[config.mk]
export PLATFORM = sky130hd
export DESIGN_NAME = video_timing_gen_flat
export DESIGN_NICKNAME = d
export VERILOG_FILES = /design/src/rtl/video_timing_gen_if.sv /design/src/rtl/video_timing_gen.sv /design/src/flat_wrapper.sv
export SDC_FILE = /design/constraint.sdc
export NUM_CORES = 1
export LEC_CHECK = 0
export CAP_MARGIN = 10
export CORE_MARGIN = 2
export CORE_UTILIZATION = 40
export CTS_BUF_LIST = sky130_fd_sc_hd__clkbuf_4
export DETAILED_ROUTE_END_ITERATION = 7
export DONT_BUFFER_PORTS = 1
export GPL_ROUTABILITY_DRIVEN = 1
export SYNTH_ARGS = -nofsm -noshare
export SYNTH_HDL_FRONTEND = slang
export SYNTH_SLANG_ARGS = --single-unit
export TNS_END_PERCENT = 10
[constraint.sdc]
create_clock -name CK_i -period 7.5 [get_ports CK_i]
set_input_delay 0.75 -clock CK_i [delete_from_list [all_inputs] [get_ports CK_i]]
set_output_delay 0.75 -clock CK_i [all_outputs]
set_load 0.01 [all_outputs]
[src/rtl/video_timing_gen_if.sv]
`timescale 1ns/1ps
// Raster timing bundle: run enable in, pixel enable, counters and decoded windows out.
// master = timing generator, slave = consumer that owns RUN_i.
interface video_timing_gen_if;
  logic       RUN_i;
  logic       CK_EE_o;
  logic [8:0] HCTRs_o;
  logic [8:0] VCTRs_o;
  logic       ACTIVE_o;
  logic       HSYNC_o;
  logic       VSYNC_o;
  logic       CSYNC_o;
  logic       BURST_o;
  logic       FRAME_o;
  logic [7:0] FRAME_CTRs_o;

  modport master (
    input  RUN_i,
    output CK_EE_o, HCTRs_o, VCTRs_o, ACTIVE_o, HSYNC_o, VSYNC_o,
           CSYNC_o, BURST_o, FRAME_o, FRAME_CTRs_o
  );

  modport slave (
    output RUN_i,
    input  CK_EE_o, HCTRs_o, VCTRs_o, ACTIVE_o, HSYNC_o, VSYNC_o,
           CSYNC_o, BURST_o, FRAME_o, FRAME_CTRs_o
  );
endinterface

[src/rtl/video_timing_gen.sv]
`timescale 1ns/1ps
// NTSC raster timing source: pixel enable, H/V counters, registered window flags, frame strobe/count.
// Latency: flags share the register stage of the counters (zero skew); backpressure: none, free-running while RUN_i.
module video_timing_gen #(
  parameter int unsigned C_CK_DIV   = 2,
  parameter int unsigned C_H_TOT    = 455,
  parameter int unsigned C_H_ACT    = 320,
  parameter int unsigned C_H_SYNC_S = 370,
  parameter int unsigned C_H_SYNC_W = 34,
  parameter int unsigned C_BURST_S  = 408,
  parameter int unsigned C_BURST_W  = 18,
  parameter int unsigned C_V_TOT    = 262,
  parameter int unsigned C_V_ACT    = 240,
  parameter int unsigned C_V_SYNC_S = 243,
  parameter int unsigned C_V_SYNC_W = 3
) (
  input  logic                CK_i,
  input  logic                XARST_i,
  video_timing_gen_if.master  vt
);

  localparam logic [3:0] DIV_LAST = 4'(C_CK_DIV - 1);
  localparam logic [8:0] H_LAST   = 9'(C_H_TOT - 1);
  localparam logic [8:0] V_LAST   = 9'(C_V_TOT - 1);
  localparam logic [9:0] H_ACT    = 10'(C_H_ACT);
  localparam logic [9:0] HS_LO    = 10'(C_H_SYNC_S);
  localparam logic [9:0] HS_HI    = 10'(C_H_SYNC_S + C_H_SYNC_W);
  localparam logic [9:0] BU_LO    = 10'(C_BURST_S);
  localparam logic [9:0] BU_HI    = 10'(C_BURST_S + C_BURST_W);
  localparam logic [9:0] V_ACT    = 10'(C_V_ACT);
  localparam logic [9:0] VS_LO    = 10'(C_V_SYNC_S);
  localparam logic [9:0] VS_HI    = 10'(C_V_SYNC_S + C_V_SYNC_W);

  logic [3:0] div_q, div_d;
  logic       ee_q, ee_d;
  logic [8:0] h_q, h_d, v_q, v_d;
  logic [7:0] fctr_q, fctr_d;
  logic       act_q, act_d, hs_q, hs_d, vs_q, vs_d;
  logic       cs_q, cs_d, bu_q, bu_d, frm_q, frm_d;
  logic [9:0] h_ext, v_ext;

  // The enable is registered, so it goes high C_CK_DIV edges after start and the
  // counters step on the edge that closes that enabled cycle.
  always_comb begin
    div_d  = '0;
    ee_d   = 1'b0;
    h_d    = '0;
    v_d    = '0;
    fctr_d = fctr_q;
    if (vt.RUN_i) begin
      ee_d  = (div_q == DIV_LAST);
      div_d = ee_d ? 4'd0 : div_q + 4'd1;
      h_d   = h_q;
      v_d   = v_q;
      if (ee_q) begin
        if (h_q == H_LAST) begin
          h_d = '0;
          if (v_q == V_LAST) begin
            v_d    = '0;
            fctr_d = fctr_q + 8'd1;
          end else begin
            v_d = v_q + 9'd1;
          end
        end else begin
          h_d = h_q + 9'd1;
        end
      end
    end
  end

  // Flags decode the next counter values so they land in the same register stage.
  always_comb begin
    h_ext = {1'b0, h_d};
    v_ext = {1'b0, v_d};
    act_d = (h_ext < H_ACT) && (v_ext < V_ACT);
    hs_d  = (h_ext >= HS_LO) && (h_ext < HS_HI);
    vs_d  = (v_ext >= VS_LO) && (v_ext < VS_HI);
    cs_d  = vs_d ? ~hs_d : hs_d;
    bu_d  = (h_ext >= BU_LO) && (h_ext < BU_HI) && !vs_d;
    frm_d = ee_d && (h_d == 9'd0) && (v_d == 9'd0);
  end

  always_ff @(posedge CK_i or negedge XARST_i) begin
    if (!XARST_i) begin
      div_q  <= '0;
      ee_q   <= 1'b0;
      h_q    <= '0;
      v_q    <= '0;
      fctr_q <= '0;
      act_q  <= 1'b0;
      hs_q   <= 1'b0;
      vs_q   <= 1'b0;
      cs_q   <= 1'b0;
      bu_q   <= 1'b0;
      frm_q  <= 1'b0;
    end else begin
      div_q  <= div_d;
      ee_q   <= ee_d;
      h_q    <= h_d;
      v_q    <= v_d;
      fctr_q <= fctr_d;
      act_q  <= act_d;
      hs_q   <= hs_d;
      vs_q   <= vs_d;
      cs_q   <= cs_d;
      bu_q   <= bu_d;
      frm_q  <= frm_d;
    end
  end

  assign vt.CK_EE_o      = ee_q;
  assign vt.HCTRs_o      = h_q;
  assign vt.VCTRs_o      = v_q;
  assign vt.ACTIVE_o     = act_q;
  assign vt.HSYNC_o      = hs_q;
  assign vt.VSYNC_o      = vs_q;
  assign vt.CSYNC_o      = cs_q;
  assign vt.BURST_o      = bu_q;
  assign vt.FRAME_o      = frm_q;
  assign vt.FRAME_CTRs_o = fctr_q;

endmodule

[src/flat_wrapper.sv]
// flat-port wrapper written by rule: the top's interface ports become plain ports
module video_timing_gen_flat 
#(
  parameter int unsigned C_CK_DIV   = 2,
  parameter int unsigned C_H_TOT    = 455,
  parameter int unsigned C_H_ACT    = 320,
  parameter int unsigned C_H_SYNC_S = 370,
  parameter int unsigned C_H_SYNC_W = 34,
  parameter int unsigned C_BURST_S  = 408,
  parameter int unsigned C_BURST_W  = 18,
  parameter int unsigned C_V_TOT    = 262,
  parameter int unsigned C_V_ACT    = 240,
  parameter int unsigned C_V_SYNC_S = 243,
  parameter int unsigned C_V_SYNC_W = 3
)
  (CK_i, XARST_i, vt_RUN_i, vt_CK_EE_o, vt_HCTRs_o, vt_VCTRs_o, vt_ACTIVE_o, vt_HSYNC_o, vt_VSYNC_o, vt_CSYNC_o, vt_BURST_o, vt_FRAME_o, vt_FRAME_CTRs_o);
  video_timing_gen_if vt_i ();
  input  logic CK_i;
  input  logic XARST_i;
  input wire logic [$bits(vt_i.RUN_i)-1:0] vt_RUN_i;
  output wire logic [$bits(vt_i.CK_EE_o)-1:0] vt_CK_EE_o;
  output wire logic [$bits(vt_i.HCTRs_o)-1:0] vt_HCTRs_o;
  output wire logic [$bits(vt_i.VCTRs_o)-1:0] vt_VCTRs_o;
  output wire logic [$bits(vt_i.ACTIVE_o)-1:0] vt_ACTIVE_o;
  output wire logic [$bits(vt_i.HSYNC_o)-1:0] vt_HSYNC_o;
  output wire logic [$bits(vt_i.VSYNC_o)-1:0] vt_VSYNC_o;
  output wire logic [$bits(vt_i.CSYNC_o)-1:0] vt_CSYNC_o;
  output wire logic [$bits(vt_i.BURST_o)-1:0] vt_BURST_o;
  output wire logic [$bits(vt_i.FRAME_o)-1:0] vt_FRAME_o;
  output wire logic [$bits(vt_i.FRAME_CTRs_o)-1:0] vt_FRAME_CTRs_o;
  assign vt_i.RUN_i = vt_RUN_i;
  assign vt_CK_EE_o = vt_i.CK_EE_o;
  assign vt_HCTRs_o = vt_i.HCTRs_o;
  assign vt_VCTRs_o = vt_i.VCTRs_o;
  assign vt_ACTIVE_o = vt_i.ACTIVE_o;
  assign vt_HSYNC_o = vt_i.HSYNC_o;
  assign vt_VSYNC_o = vt_i.VSYNC_o;
  assign vt_CSYNC_o = vt_i.CSYNC_o;
  assign vt_BURST_o = vt_i.BURST_o;
  assign vt_FRAME_o = vt_i.FRAME_o;
  assign vt_FRAME_CTRs_o = vt_i.FRAME_CTRs_o;
  video_timing_gen #(.C_CK_DIV(C_CK_DIV), .C_H_TOT(C_H_TOT), .C_H_ACT(C_H_ACT), .C_H_SYNC_S(C_H_SYNC_S), .C_H_SYNC_W(C_H_SYNC_W), .C_BURST_S(C_BURST_S), .C_BURST_W(C_BURST_W), .C_V_TOT(C_V_TOT), .C_V_ACT(C_V_ACT), .C_V_SYNC_S(C_V_SYNC_S), .C_V_SYNC_W(C_V_SYNC_W)) u_core (.CK_i(CK_i), .XARST_i(XARST_i), .vt(vt_i));
endmodule
==> summary.txt <==
Yosys
  – FFs w/ async S/R, synth: between 90% and 100%
  – Dominant cell type by area after synthesis: dfrtp_1
  – Synth top area cells: dfrtp_1 44%, xnor2_1 7.1%, nor2_1 4.5%
  – Post-synth EDFFs: 0
  – Yosys top cell area share: around 44%
  – Post-Synthesis Cell Area: roughly 0.0021 mm²
  – Mapped Cells: approximately 210
  – Synth warnings: 0
  – Sequential share of the synthesized area: 44.31%
  – FF+latch count, synth: 37
  – Avg Cell Area, Syn: 9.764 µm²
  – Synth cell types: 51
  – Synth Flop Type: dfrtp_1
  – Post-Syn Nets: 224

Clocking
  – Post-CTS sizing: 0
  – Clock transition at path regs: 110 ps
  – CTS root buffer: clkbuf_4
  – TritonCTS clock tree: done
  – Number of H-tree levels: 2
  – Clock Path Buffers: 2
  – Post-CTS setup repair buffer count: 0
  – Clock sink total: 37
  – Worst-skew pair later-pin latency: 350 ps
  – Hold_buf cts: 0
  – CTS buffer count: 5

Hold path
  – Hold Path Class: primary input to asynchronous set/reset pin

Detailed routing
  – Via/cell ratio: 5.714
  – Mean routed wirelength per cell: 16.29 µm
  – Drt drc: 0
  – Initial drt markers: roughly 170
  – Vias: between 1500 and 2000
  – DRT Wirelength: about 4600 µm
  – DRT antenna net count: 0
  – TritonRoute pass-1 iters: 4

Power
  – Maximum vdd ir drop: between 0.05 and 0.06 mV
  – Total chip power: 342.9 µW
  – Leakage power: 0.0008919 µW
  – PD cells: 156.4 mW/mm²

Floorplanning
  – # IOs: 36
  – Die Area: 0.005818 mm²
  – Die Y: between 70 and 80 µm
  – Die width: approximately 76 µm
  – Row count: 26
  – Core ar.: 0.005075 mm²
  – Initial Util: 41.17%

Timing
  – TNS Setup: 0 ps
  – Slew Limit Headroom: 49.86%
  – Max frequency: 335.6 MHz
  – Fin crit period: 2980 ps
  – Final period util: 39.73%
  – Actual slew at the worst max-slew pin: 747.0 ps
  – Final setup fails: 0
  – Pins over their slew limit: 0
  – Worst Clk Skew: 5.994 ps
  – Final hold violation count: 0
  – Hold WS: between 70 and 80 ps
  – RSZ-0062 raised after global routing: no

Layout
  – Area of the multi-input gates: 0.001097 mm²
  – Register area: 925.9 µm²
  – Syn-to-layout area delta: 4.910%
  – Layout cells sized above 1: under 10%
  – Final instance count without filler cells: 283
  – Final Net Count: roughly 220
  – # fillers: 495
  – # diodes: 0

Place
  – Placer Congestion: 0.8037
  – Final HPWL DP: approximately 3300 µm
  – Dpl cells: 275
  – # port buffers: 0

GRT
  – Met3 usage in global routing: 5.332%
  – Met1 Use GR: 22.50%
  – Grt total ovfl: 0
  – GRT Total Usage: 16.57%
  – Antenna violations before repair: 0
  – GRT busiest layer: met2
  – Global Route met2 Usage: 24.78%
  – Largest net degree at the start of global routing: 38
  – First-pass GRT wire length: 7790 µm
  – Vias in the first global route: about 1600

Worst setup path
  – Critical Path RT: 7780 ps
  – Setup crit start kind: flip-flop
  – CP Class: flip-flop to flip-flop
  – Data arrival, critical path: 3260 ps
  – CP endpoint kind: flip-flop
  – Cell count of the worst reg-to-reg path: 6
  – CP max FO: 11

Run
  – Number of max-cap violations: 0

Status
  – Run status: complete, no violations
-- area by class of cell --
| class | count | area share, % |
|---|---|---|
| Clock buffer | 6 | 2.055 |
| Clock inverter | 2 | 0.4566 |
| Inverter | 5 | 0.8562 |
| Multi-Input combinational cell | 162 | 50.06 |
| Sequential cell | 37 | 42.24 |
| Tap cell | 70 | 3.995 |
| Timing Repair Buffer | 1 | 0.3425 |
-- stage by stage --
stage          utilization, %  instance area (µm²)  setup slack, ps
2_1_floorplan               -                 2090             4700
3_3_place_gp            42.11                 2137             4617
3_5_place_dp            42.11                 2137             4510
4_1_cts                 43.20                 2192             4498
5_1_grt                 43.20                 2192             4326
6_report                43.20                 2192             4520
-- logic make-up after synthesis --
family,Yosys count,synth area share (%)
xor gates and xnor gates,24,10.06
muxes,1,0.5389
DFF,37,44.31
buffers and inverters,15,3.173
and+or+nand+nor,101,28.14
AOI/OAI and AO/OA,29,9.581
adders and majority gates,7,4.191
-- cells in the mapped netlist (2+ instances only) --
library cell / count
a21boi_0: 2
a21oi_1: 6
a31o_2: 2
a31oi_1: 2
and4_1: 2
buf_2: 2
clkbuf_1: 6
dfrtp_1: 37
ha_1: 7
inv_1: 5
nand2_1: 13
nand2b_1: 2
nand3_1: 10
nand4_1: 12
nor2_1: 25
nor3_1: 9
nor4_1: 6
nor4b_1: 3
o21ai_0: 5
o31ai_1: 3
or3_1: 2
or4_1: 2
xnor2_1: 17
xor2_1: 7
-- report_power, final --
group	internal, µW	leakage [µW]	switching [µW]
registers	204	0.000506	10.7
clock network	39.3	0.0000354	67.7
logic	9.18	0.000350	11.9
total	253	0.000892	90.3
-- per-layer routing --
metal | wire length (µm) | part of all wire [%] | vias to the layer above
met5 | 0 | 0 | -
met2 | 2019 | 44 | 67
met3 | 405 | 8.8 | 8
met1 | 2114 | 46 | 765
met4 | 71 | 1.5 | 0
li1 | - | - | 777
-- placed cells by master (no fill, tap or decap), types with 6 or more instances in the layout --
cell / count
dfrtp_1: 37
clkbuf_4: 6
nand4_1: 12
ha_1: 7
a21oi_1: 6
nor2_1: 25
nand2_1: 13
nor4_1: 6
nor3_1: 9
nand3_1: 10
xnor2_1: 17
xor2_1: 7
-- registers in the layout, indices dropped and copies added, names as in the netlist, 4 cells and up --
name,flops
u_core.vt.VCTRs_o,9
u_core.vt.HCTRs_o,9
u_core.div_q,4
u_core.vt.FRAME_CTRs_o,8
-- worst max-delay path: stages (launching register included) --
cell and delay (ps):
dfrtp_1 540, nand4bb_1 460, or4_4 630, a221oi_2 270, or4b_4 510, nor4_4 340, xor2_1 170
-- final timing paths --
kind | start | endpoint | slack, ps
worst max-delay path | u_core.vt.HCTRs_o[3] | u_core.vt.CSYNC_o | 4520
worst min-delay path | XARST_i | u_core.vt.CK_EE_o | 80
worst max register to register | u_core.vt.HCTRs_o[3] | u_core.vt.CSYNC_o | 4520
worst min register to register | u_core.div_q[0] | u_core.div_q[0] | 510
max in group asynchronous | XARST_i | u_core.vt.BURST_o | 7340
min in group CK_i | u_core.div_q[0] | u_core.div_q[0] | 510
Power figures use the tool's default switching activity.
